[config.mk]
export PLATFORM = sky130hd
export DESIGN_NAME = if_stage_flat
export DESIGN_NICKNAME = d
export VERILOG_FILES = /design/src/rtl/riscv_pkg.sv /design/src/rtl/if_stage_if.sv /design/src/rtl/imm_j_gen.sv /design/src/rtl/if_stage.sv /design/src/flat_wrapper.sv
export SDC_FILE = /design/constraint.sdc
export NUM_CORES = 1
export LEC_CHECK = 0
export CAP_MARGIN = 20
export CORE_AREA = 3 3 130 132
export CTS_CLUSTER_DIAMETER = 200
export DETAILED_ROUTE_END_ITERATION = 7
export DIE_AREA = 0 0 133 135
export PLACE_DENSITY = 0.72
export SKIP_CTS_REPAIR_TIMING = 1
export SLEW_MARGIN = 20
export SYNTH_ARGS = -nofsm -noshare
export SYNTH_HDL_FRONTEND = slang
export SYNTH_SLANG_ARGS = --single-unit
[constraint.sdc]
create_clock -name clk -period 3.5 [get_ports clk]
set_clock_uncertainty 0.1 [all_clocks]
set_input_delay 0.35 -clock clk [delete_from_list [all_inputs] [get_ports clk]]
set_output_delay 0.35 -clock clk [all_outputs]
set_load 0.005 [all_outputs]
[src/rtl/riscv_pkg.sv]
// Shared RV32I pipeline definitions: bubble word, opcodes and the fetch FSM encoding.
package riscv_pkg;

  localparam logic [31:0] NOP_WORD = 32'h0000_0013;  // addi x0,x0,0
  localparam logic [6:0]  OPC_JAL  = 7'b1101111;

  typedef enum logic [1:0] {
    ST_IDLE = 2'd0,
    ST_WAIT = 2'd1,
    ST_HOLD = 2'd2,
    ST_DROP = 2'd3
  } fetch_state_t;

  function automatic logic is_jal(input logic [31:0] instr);
    return instr[6:0] == OPC_JAL;
  endfunction

endpackage

[src/rtl/if_stage_if.sv]
// Instruction-memory request/response bundle between the fetch stage and instruction memory.
interface if_stage_if;

  logic        o_ImemReq;
  logic [31:0] o_ImemAddr;
  logic [31:0] i_ImemRdata;
  logic        i_ImemValid;

  modport master (
    output o_ImemReq,
    output o_ImemAddr,
    input  i_ImemRdata,
    input  i_ImemValid
  );

  modport slave (
    input  o_ImemReq,
    input  o_ImemAddr,
    output i_ImemRdata,
    output i_ImemValid
  );

endinterface

[src/rtl/imm_j_gen.sv]
// J-type immediate extractor; only compiled when IF_JAL_PREDICT_EN is defined.
`ifdef IF_JAL_PREDICT_EN
module imm_j_gen (
  input  logic [31:0] instr,
  output logic [31:0] imm
);

  logic unused_low;

  assign imm = {{12{instr[31]}}, instr[19:12], instr[20], instr[30:21], 1'b0};
  assign unused_low = ^instr[11:0];

endmodule
`endif

[src/rtl/if_stage.sv]
// RV32I instruction-fetch stage: PC, single-outstanding imem requests and the IF/ID register.
// Define IF_JAL_PREDICT_EN to redirect fetch at JAL targets as soon as the JAL enters IF/ID.
module if_stage
  import riscv_pkg::*;
#(
  parameter logic [31:0] RESET_PC = 32'h0000_0000,
  parameter logic [31:0] NOP      = NOP_WORD
) (
  input  logic              clk,
  input  logic              rst_n,
  if_stage_if.master        imem,
  input  logic              i_StallD,
  input  logic              i_Redirect,
  input  logic [31:0]       i_RedirectPc,
  output logic [31:0]       o_InstrD,
  output logic [31:0]       o_PcD,
  output logic              o_ValidD,
  output logic              o_PredTakenD
);

  fetch_state_t state_q, state_n;
  logic [31:0]  pc_q, pc_n;
  logic [31:0]  req_pc_q, req_pc_n;
  logic [31:0]  buf_q, buf_n;
  logic [31:0]  instr_q, pc_d_q;
  logic         valid_q, pred_q;

  logic         free;
  logic         issue;
  logic         load;
  logic [31:0]  load_word;
  logic [31:0]  issue_addr;
  logic         pred_hit;

  assign free = !valid_q || !i_StallD;

  always_comb begin
    state_n   = state_q;
    buf_n     = buf_q;
    issue     = 1'b0;
    load      = 1'b0;
    load_word = buf_q;
    if (i_Redirect) begin
      // A response landing in the redirect cycle is stale and simply not consumed.
      case (state_q)
        ST_WAIT: state_n = imem.i_ImemValid ? ST_IDLE : ST_DROP;
        ST_DROP: state_n = imem.i_ImemValid ? ST_IDLE : ST_DROP;
        default: state_n = ST_IDLE;
      endcase
    end else begin
      case (state_q)
        ST_IDLE: begin
          issue   = 1'b1;
          state_n = ST_WAIT;
        end
        ST_WAIT: begin
          if (imem.i_ImemValid) begin
            if (free) begin
              load      = 1'b1;
              load_word = imem.i_ImemRdata;
              issue     = 1'b1;
            end else begin
              buf_n   = imem.i_ImemRdata;
              state_n = ST_HOLD;
            end
          end
        end
        ST_HOLD: begin
          if (!i_StallD) begin
            load    = 1'b1;
            issue   = 1'b1;
            state_n = ST_WAIT;
          end
        end
        ST_DROP: begin
          if (imem.i_ImemValid) state_n = ST_IDLE;
        end
        default: state_n = ST_IDLE;
      endcase
    end
  end

`ifdef IF_JAL_PREDICT_EN
  logic [31:0] imm_j;

  imm_j_gen u_imm_j_gen (
    .instr (load_word),
    .imm   (imm_j)
  );

  // The JAL being loaded is the word fetched from req_pc_q, so its target is known now.
  assign pred_hit   = load && is_jal(load_word);
  assign issue_addr = pred_hit ? (req_pc_q + imm_j) : pc_q;
`else
  assign pred_hit   = 1'b0;
  assign issue_addr = pc_q;
`endif

  always_comb begin
    pc_n     = pc_q;
    req_pc_n = req_pc_q;
    if (i_Redirect) begin
      pc_n = i_RedirectPc;
    end else if (issue) begin
      pc_n     = issue_addr + 32'd4;
      req_pc_n = issue_addr;
    end
  end

  assign imem.o_ImemReq  = issue && rst_n;
  assign imem.o_ImemAddr = issue_addr;

  always_ff @(posedge clk) begin
    if (!rst_n) begin
      state_q  <= ST_IDLE;
      pc_q     <= RESET_PC;
      req_pc_q <= RESET_PC;
      buf_q    <= NOP;
      valid_q  <= 1'b0;
      instr_q  <= NOP;
      pc_d_q   <= 32'd0;
      pred_q   <= 1'b0;
    end else begin
      state_q  <= state_n;
      pc_q     <= pc_n;
      req_pc_q <= req_pc_n;
      buf_q    <= buf_n;
      // Redirect flushes IF/ID even while ID is stalled.
      if (i_Redirect) begin
        valid_q <= 1'b0;
        instr_q <= NOP;
        pred_q  <= 1'b0;
      end else if (load) begin
        valid_q <= 1'b1;
        instr_q <= load_word;
        pc_d_q  <= req_pc_q;
        pred_q  <= pred_hit;
      end else if (!i_StallD) begin
        valid_q <= 1'b0;
        instr_q <= NOP;
        pred_q  <= 1'b0;
      end
    end
  end

  assign o_InstrD     = instr_q;
  assign o_PcD        = pc_d_q;
  assign o_ValidD     = valid_q;
  assign o_PredTakenD = pred_q;

endmodule

[src/flat_wrapper.sv]
// flat-port wrapper written by rule: the top's interface ports become plain ports
module if_stage_flat import riscv_pkg::*;
#(
  parameter logic [31:0] RESET_PC = 32'h0000_0000,
  parameter logic [31:0] NOP      = NOP_WORD
)
  (clk, rst_n, i_StallD, i_Redirect, i_RedirectPc, o_InstrD, o_PcD, o_ValidD, o_PredTakenD, imem_o_ImemReq, imem_o_ImemAddr, imem_i_ImemRdata, imem_i_ImemValid);
  if_stage_if imem_i ();
  input  logic clk;
  input  logic rst_n;
  input  logic i_StallD;
  input  logic i_Redirect;
  input  logic [31:0] i_RedirectPc;
  output logic [31:0] o_InstrD;
  output logic [31:0] o_PcD;
  output logic o_ValidD;
  output logic o_PredTakenD;
  output wire logic [$bits(imem_i.o_ImemReq)-1:0] imem_o_ImemReq;
  output wire logic [$bits(imem_i.o_ImemAddr)-1:0] imem_o_ImemAddr;
  input wire logic [$bits(imem_i.i_ImemRdata)-1:0] imem_i_ImemRdata;
  input wire logic [$bits(imem_i.i_ImemValid)-1:0] imem_i_ImemValid;
  assign imem_o_ImemReq = imem_i.o_ImemReq;
  assign imem_o_ImemAddr = imem_i.o_ImemAddr;
  assign imem_i.i_ImemRdata = imem_i_ImemRdata;
  assign imem_i.i_ImemValid = imem_i_ImemValid;
  if_stage #(.RESET_PC(RESET_PC), .NOP(NOP)) u_core (.clk(clk), .rst_n(rst_n), .imem(imem_i), .i_StallD(i_StallD), .i_Redirect(i_Redirect), .i_RedirectPc(i_RedirectPc), .o_InstrD(o_InstrD), .o_PcD(o_PcD), .o_ValidD(o_ValidD), .o_PredTakenD(o_PredTakenD));
endmodule
==> impl_metrics.json, run 1 <==
{
  "rows": 46,
  "synth_mux_area_share_pct": 9.797,
  "grt_pass1_wl_um": 29460,
  "synth_fa_ha_area_share_pct": 1.061,
  "total_leakage_power_nw": 3.600,
  "yosys_register_bits": 163,
  "path_common_cell": "inv_1",
  "design_area_mm2": 0.009488,
  "synth_simple_gate_area_share_pct": 17.98,
  "grt_pass1_vias": 5628,
  "period_needed_ps": 2933,
  "avgRoutedWirePerCell_um": 15.77,
  "drcViolationCount": 0,
  "setup_viol": 0,
  "drive_gt1_share_pct": 6.144,
  "slew_viol_final": 0,
  "peakVddDrop_mv": 0.3510,
  "cp.required_ps": 3050,
  "tritoncts": "yes",
  "synth_area_mm2": 0.007076,
  "crit_type": "flip-flop to output pin",
  "fin_tns_setup_ps": 0,
  "crit_arrival_ps": 2480,
  "cp.buffers_inverters": 3,
  "max_freq_mhz": 341.0,
  "slowest_stage": "clkdlybuf4s50_1",
  "yosysWarnings": 0,
  "outcome": "finished, final reports clean",
  "async_reset_ff_share_pct": 0,
  "grt_max_degree": 57,
  "area_growth_pct": 34.09,
  "finalCritPeriodShare_pct": 83.80,
  "floorplan.io_pins": 168,
  "endpoint_kind": "output pin",
  "dp_cells": 1128,
  "tightest_slew_ps": 736.3,
  "rsz0062_at_grt": "no",
  "cts_buffers": 17,
  "synth_top_family_by_area": "compound AO/OA/AOI/OAI gates",
  "max_stage_delay_ps": 500,
  "antenna_found_initial": 0,
  "n_antenna_cell": 0,
  "maxCapViolCount": 0,
  "dpl-instance-area_mm2": 0.008912,
  "syn_avg_cell_area_um2": 8.934,
  "holdCritPathClass": "input port to flip-flop",
  "synth_ff_type": "dfxtp_1",
  "layout_setup_ws_ps": 567.2,
  "synth-compound-area-share_pct": 18.34,
  "die_area_mm2": 0.01796,
  "initial_core_util_pct": 44.70,
  "core_mm2": 0.01583,
  "vias": 5978,
  "num-fill-cells": 1418,
  "yosys.area_share.xor_xnor_pct": 2.723,
  "finalPower_w": 0.004272,
  "drtPass1Iterations": 5,
  "final_nets": 1006,
  "drt-total-wl_um": 18290,
  "crit_chain": "inv_1 > ha_1 > nand3b_1 > a211oi_2 > nand3_1 > inv_1 > clkdlybuf4s50_1",
  "clock_path_buffers": 2,
  "numClockSinks": 163,
  "cts_max_level": 4,
  "max_slew_margin_pct": 50.80,
  "gp_congestion": 0.7995,
  "cts_root_buffer": "clkbuf_16",
  "post-dp-hpwl_um": 12360,
  "cp_max_fo": 9,
  "syn_inst": 792,
  "hold_viol_final": 0,
  "grt-ovfl-total": 0,
  "synth_edf_count": 0,
  "die_w_um": 133,
  "stdcell_count": 1160,
  "yosysSeqAreaShare_pct": 46.12,
  "p_per_area_mw_per_mm2": 450.3,
  "post_synth_num_cell_types": 43,
  "dp_slack_ps": 674.7,
  "clk_pin_slew_ps": 60,
  "path_delay_family": "buffers and inverters",
  "via_per_inst": 5.153,
  "synth_nets": 867,
  "drtIter0Drc": 319,
  "cp-start-kind": "flip-flop",
  "clkLatencyLatePin_ps": 420,
  "ant_nets": 0,
  "io_buffers": 166,
  "die_h_um": 135,
  "grt_use_total_pct": 20.31
}
-- synthesized netlist by cell type, drive strengths merged, types with 5 or more instances --
cell type	n	area share (%)
o211a	5	0.71
and2	6	0.53
buf	24	1.7
inv	6	0.32
dfxtp	163	46
xnor2	16	2.0
nand3	14	0.99
nor2b	35	3.1
nand4	10	0.97
a31oi	6	0.53
clkbuf	36	1.9
a21oi	48	3.4
xor2	6	0.74
mux2i	67	9.5
a21boi	61	6.5
nand2	160	8.5
o21ai	39	2.8
or3	8	0.71
ha	6	1.1
nor4	10	0.88
a211oi	31	3.4
-- layout make-up --
| type | instances | area [µm²] | share of cell area, % |
|---|---|---|---|
| clock inverter | 8 | 73.82 | 0.7781 |
| inverter | 6 | 22.52 | 0.2374 |
| multi-input combinational | 563 | 3555 | 37.47 |
| clock buffer | 24 | 501.7 | 5.288 |
| sequential | 163 | 3263 | 34.39 |
| tap | 216 | 270.3 | 2.848 |
| timing repair buffer | 180 | 1802 | 18.99 |
-- final timing paths --
check,startpoint,end,slack (ps),depth (start not counted)
max,u_core.state_q[1],imem_o_ImemReq,570,7
min,rst_n,u_core.buf_q[4],210,2
max reg2reg,u_core.state_q[1],u_core.o_InstrD[17],920,8
min reg2reg,u_core.req_pc_q[25],u_core.req_pc_q[25],360,2
-- cells by family after synthesis --
| kind of cell | count (synthesis) |
|---|---|
| XOR/XNOR | 22 |
| flip-flops | 163 |
| AO/OA/AOI/OAI | 199 |
| AND/OR/NAND/NOR | 266 |
| buffers and inverters | 66 |
| other | 1 |
| adder cells (fa/ha/maj) | 6 |
| multiplexers | 69 |
-- stage by stage --
stage	hold WS, ps	util, %
after floorplan	340.3	-
after global placement	348.6	56.30
after detailed placement	356.9	56.31
after CTS	196.8	59.94
after global routing	230.6	59.94
final	214.1	59.94
-- flip-flops by register name, indices dropped and copies added, names as in the netlist --
| register | count |
|---|---|
| u_core.buf_q | 32 |
| u_core.imem.o_ImemAddr | 32 |
| u_core.o_InstrD | 32 |
| u_core.o_PcD | 32 |
| u_core.o_ValidD | 1 |
| u_core.req_pc_q | 32 |
| u_core.state_q | 2 |
-- placed cells by master (no fill, tap or decap), drive strengths merged, types with 8 or more instances in the layout --
| cell type | instances |
|---|---|
| or3 | 8 |
| a21boi | 61 |
| nand2 | 160 |
| clkbuf | 24 |
| a21oi | 48 |
| nand4 | 10 |
| o21ai | 39 |
| clkdlybuf4s50 | 165 |
| mux2i | 67 |
| a211oi | 31 |
| xnor2 | 16 |
| dfxtp | 163 |
| buf | 15 |
| nor2b | 35 |
| nor4 | 10 |
| nand3 | 14 |
-- power breakdown --
| part | internal (W) | switching (W) |
|---|---|---|
| logic | 0.000251 | 0.000237 |
| registers | 0.00191 | 0.0000640 |
| clock network | 0.00107 | 0.000738 |
-- metal layers --
layer  GRT usage, %  wire, µm
met1          27.74      8785
met2          31.91      8384
met3          4.359       817
met4          7.159       306
met5              0         0
-- worst reg2reg max path: cells and delay by family, from the launching register on --
kind,cells,cell delay [ps]
AO/OA/AOI/OAI,3,520
buffers and inverters,2,370
adder cells (fa/ha/maj),1,340
flip-flops,1,340
AND/OR/NAND/NOR,2,810
Power figures use the tool's default switching activity.
==> inputs of run 2 (changes only) <==
- PLACE_DENSITY: 0.72 -> 0.75
- clock period: 3.5 -> 2.39 ns (I/O delays scaled with it)
==> run 2 against run 1 <==
Worst hold slack got worse by 69 ps. Combinational power increased by 61%. Final cell count increased by 1.6%. Utilization increased by 1.7 points. Global-route usage increased by 0.28 points. First-iteration DRC count decreased by 4.7%. Sequential power increased by 46%. Die area unchanged. Sequential cell count unchanged. Worst setup slack got worse by 350 ps. Design area increased by 2.8%. Power increased by 53%. Largest power group unchanged. Highest routed layer unchanged.
==> impl_metrics.json, run 2 (synthesis results as in run 1) <==
{
  "grt_pass1_vias": 5814,
  "combinationalPowerShare_pct": 12.0,
  "period_needed_ps": 2174,
  "floorplan.io_pins": 168,
  "drtIter0Drc": 304,
  "crit_type": "flip-flop to flip-flop",
  "endpoint_kind": "flip-flop",
  "core_mm2": 0.01583,
  "crit_arrival_ps": 2400,
  "cts_root_buffer": "clkbuf_16",
  "hold_viol_final": 0,
  "drt-total-wl_um": 18650,
  "cp_max_fo": 61,
  "clk_pin_slew_ps": 60,
  "grt-ovfl-total": 0,
  "cts_max_level": 4,
  "cts_buffers": 17,
  "fin_util_pct": 61.65,
  "peakVddDrop_mv": 0.5019,
  "clkLatencyLatePin_ps": 420,
  "layout_setup_ws_ps": 216.5,
  "final_common_cell": "clkdlybuf4s50_1",
  "ant_nets": 0,
  "cp-start-kind": "flip-flop",
  "slew_viol_final": 0,
  "final_nets": 1026,
  "cp.required_ps": 2620,
  "finalPower_w": 0.006531,
  "finalCritPeriodShare_pct": 90.94,
  "mostFrequentLayoutCells": "clkdlybuf4s50_1, dfxtp_1, nand2_1, mux2i_1, a21boi_0",
  "tritoncts": "yes",
  "avgRoutedWirePerCell_um": 15.82,
  "post-dp-hpwl_um": 12590,
  "vias": 6118,
  "outcome": "finished, final reports clean",
  "setup_viol": 0,
  "n_antenna_cell": 0,
  "drcViolationCount": 0,
  "drive_gt1_share_pct": 8.827,
  "total_leakage_power_nw": 3.733,
  "antenna_found_initial": 0,
  "rows": 46,
  "clockPowerShare_pct": 43.9,
  "tightest_slew_ps": 516.9,
  "die_h_um": 135,
  "p_per_area_mw_per_mm2": 669.3,
  "p_int_w": 0.004974,
  "max_freq_mhz": 460.1,
  "gp_congestion": 0.7553,
  "initial_core_util_pct": 44.70,
  "maxCapViolCount": 0,
  "power.switching_w": 0.001557,
  "grt_pass1_wl_um": 30030,
  "max_slew_margin_pct": 65.44,
  "grt_use_total_pct": 20.58,
  "die_area_mm2": 0.01796,
  "numClockSinks": 163,
  "grt_max_degree": 62,
  "area_growth_pct": 37.91,
  "via_per_inst": 5.189,
  "die_w_um": 133,
  "drtPass1Iterations": 5,
  "holdCritPathClass": "input port to flip-flop",
  "swShare_pct": 23.84,
  "seqPwrFrac_pct": 44.1,
  "dp_slack_ps": 76.11,
  "io_buffers": 166,
  "clock_path_buffers": 2
}
run 2: cell count changes in the layout (fill, tap and decap cells not counted), moves of 2 or more:
cell / before / now
buf_4: 12 / 31
clkbuf_8: 5 / 1
bufinv_16: 1 / 4
clkinv_2: 4 / 1
ha_1: 6 / 3
ha_4: 0 / 3
clkinv_4: 0 / 2
clkinvlp_4: 2 / 4
dfxtp_1: 163 / 161
inv_1: 6 / 4
run 2: routing by layer:
layer | global-route usage (%) | vias up | wire [µm] | part of all wire [%]
li1 | - | 3074 | - | -
met1 | 27.34 | 2877 | 8612 | 46
met2 | 33.13 | 147 | 8795 | 47
met3 | 5.291 | 20 | 985 | 5.3
met4 | 6.236 | 0 | 257 | 1.4
met5 | 0 | - | 0 | 0
run 2: worst paths after layout:
kind	from	end	slack [ps]	cells after the start
worst max-delay path	u_core.state_q[1]	u_core.o_InstrD[8]	220	9
worst min-delay path	rst_n	u_core.imem.o_ImemAddr[21]	150	3
worst max register to register	u_core.state_q[1]	u_core.o_InstrD[8]	220	9
worst min register to register	u_core.buf_q[5]	u_core.buf_q[5]	360	2
run 2: worst max-delay path: stages (launching register included):
cell and delay (ps):
dfxtp_2 360, inv_4 90, ha_4 160, buf_4 140
a21oi_1 70, o21ai_0 310, and2_2 240, buf_12 250
a21oi_1 80, a211oi_1 240
run 2: final cells by class:
type / instances / area [µm²]
clock inverters: 12 / 181.4
well taps: 216 / 270.3
fillers: 1371 / 6070
multi-input cells: 563 / 3603
inverters: 6 / 25.02
repair buffers: 200 / 1967
flip-flops and latches: 163 / 3268
clock buffers: 19 / 442.9
run 2: per-stage QoR:
| stage | TNS, ps | hold WS (ps) | cells | instance area [µm²] |
|---|---|---|---|---|
| after global routing | -3.070 | 155.0 | 1179 | 9758 |
| after CTS | -277.8 | 125.7 | 1179 | 9698 |
| final | 0 | 145.1 | 1179 | 9758 |
| after global placement | 0 | 348.8 | 1148 | 9074 |
| after detailed placement | 0 | 356.1 | 1148 | 9074 |
| after floorplan | 0 | 263.2 | 792 | 7076 |
run 2: power by group through the flow:
stage | Combinational, W | Sequential (W) | Clock [W]
6_report | 0.000786 | 0.00288 | 0.00287
5_1_grt | 0.000858 | 0.00289 | 0.00302
4_1_cts | 0.000772 | 0.00288 | 0.00292
3_5_place_dp | 0.000766 | 0.00294 | 0
3_3_place_gp | 0.000755 | 0.00293 | 0
2_1_floorplan | 0.000379 | 0.00293 | 0
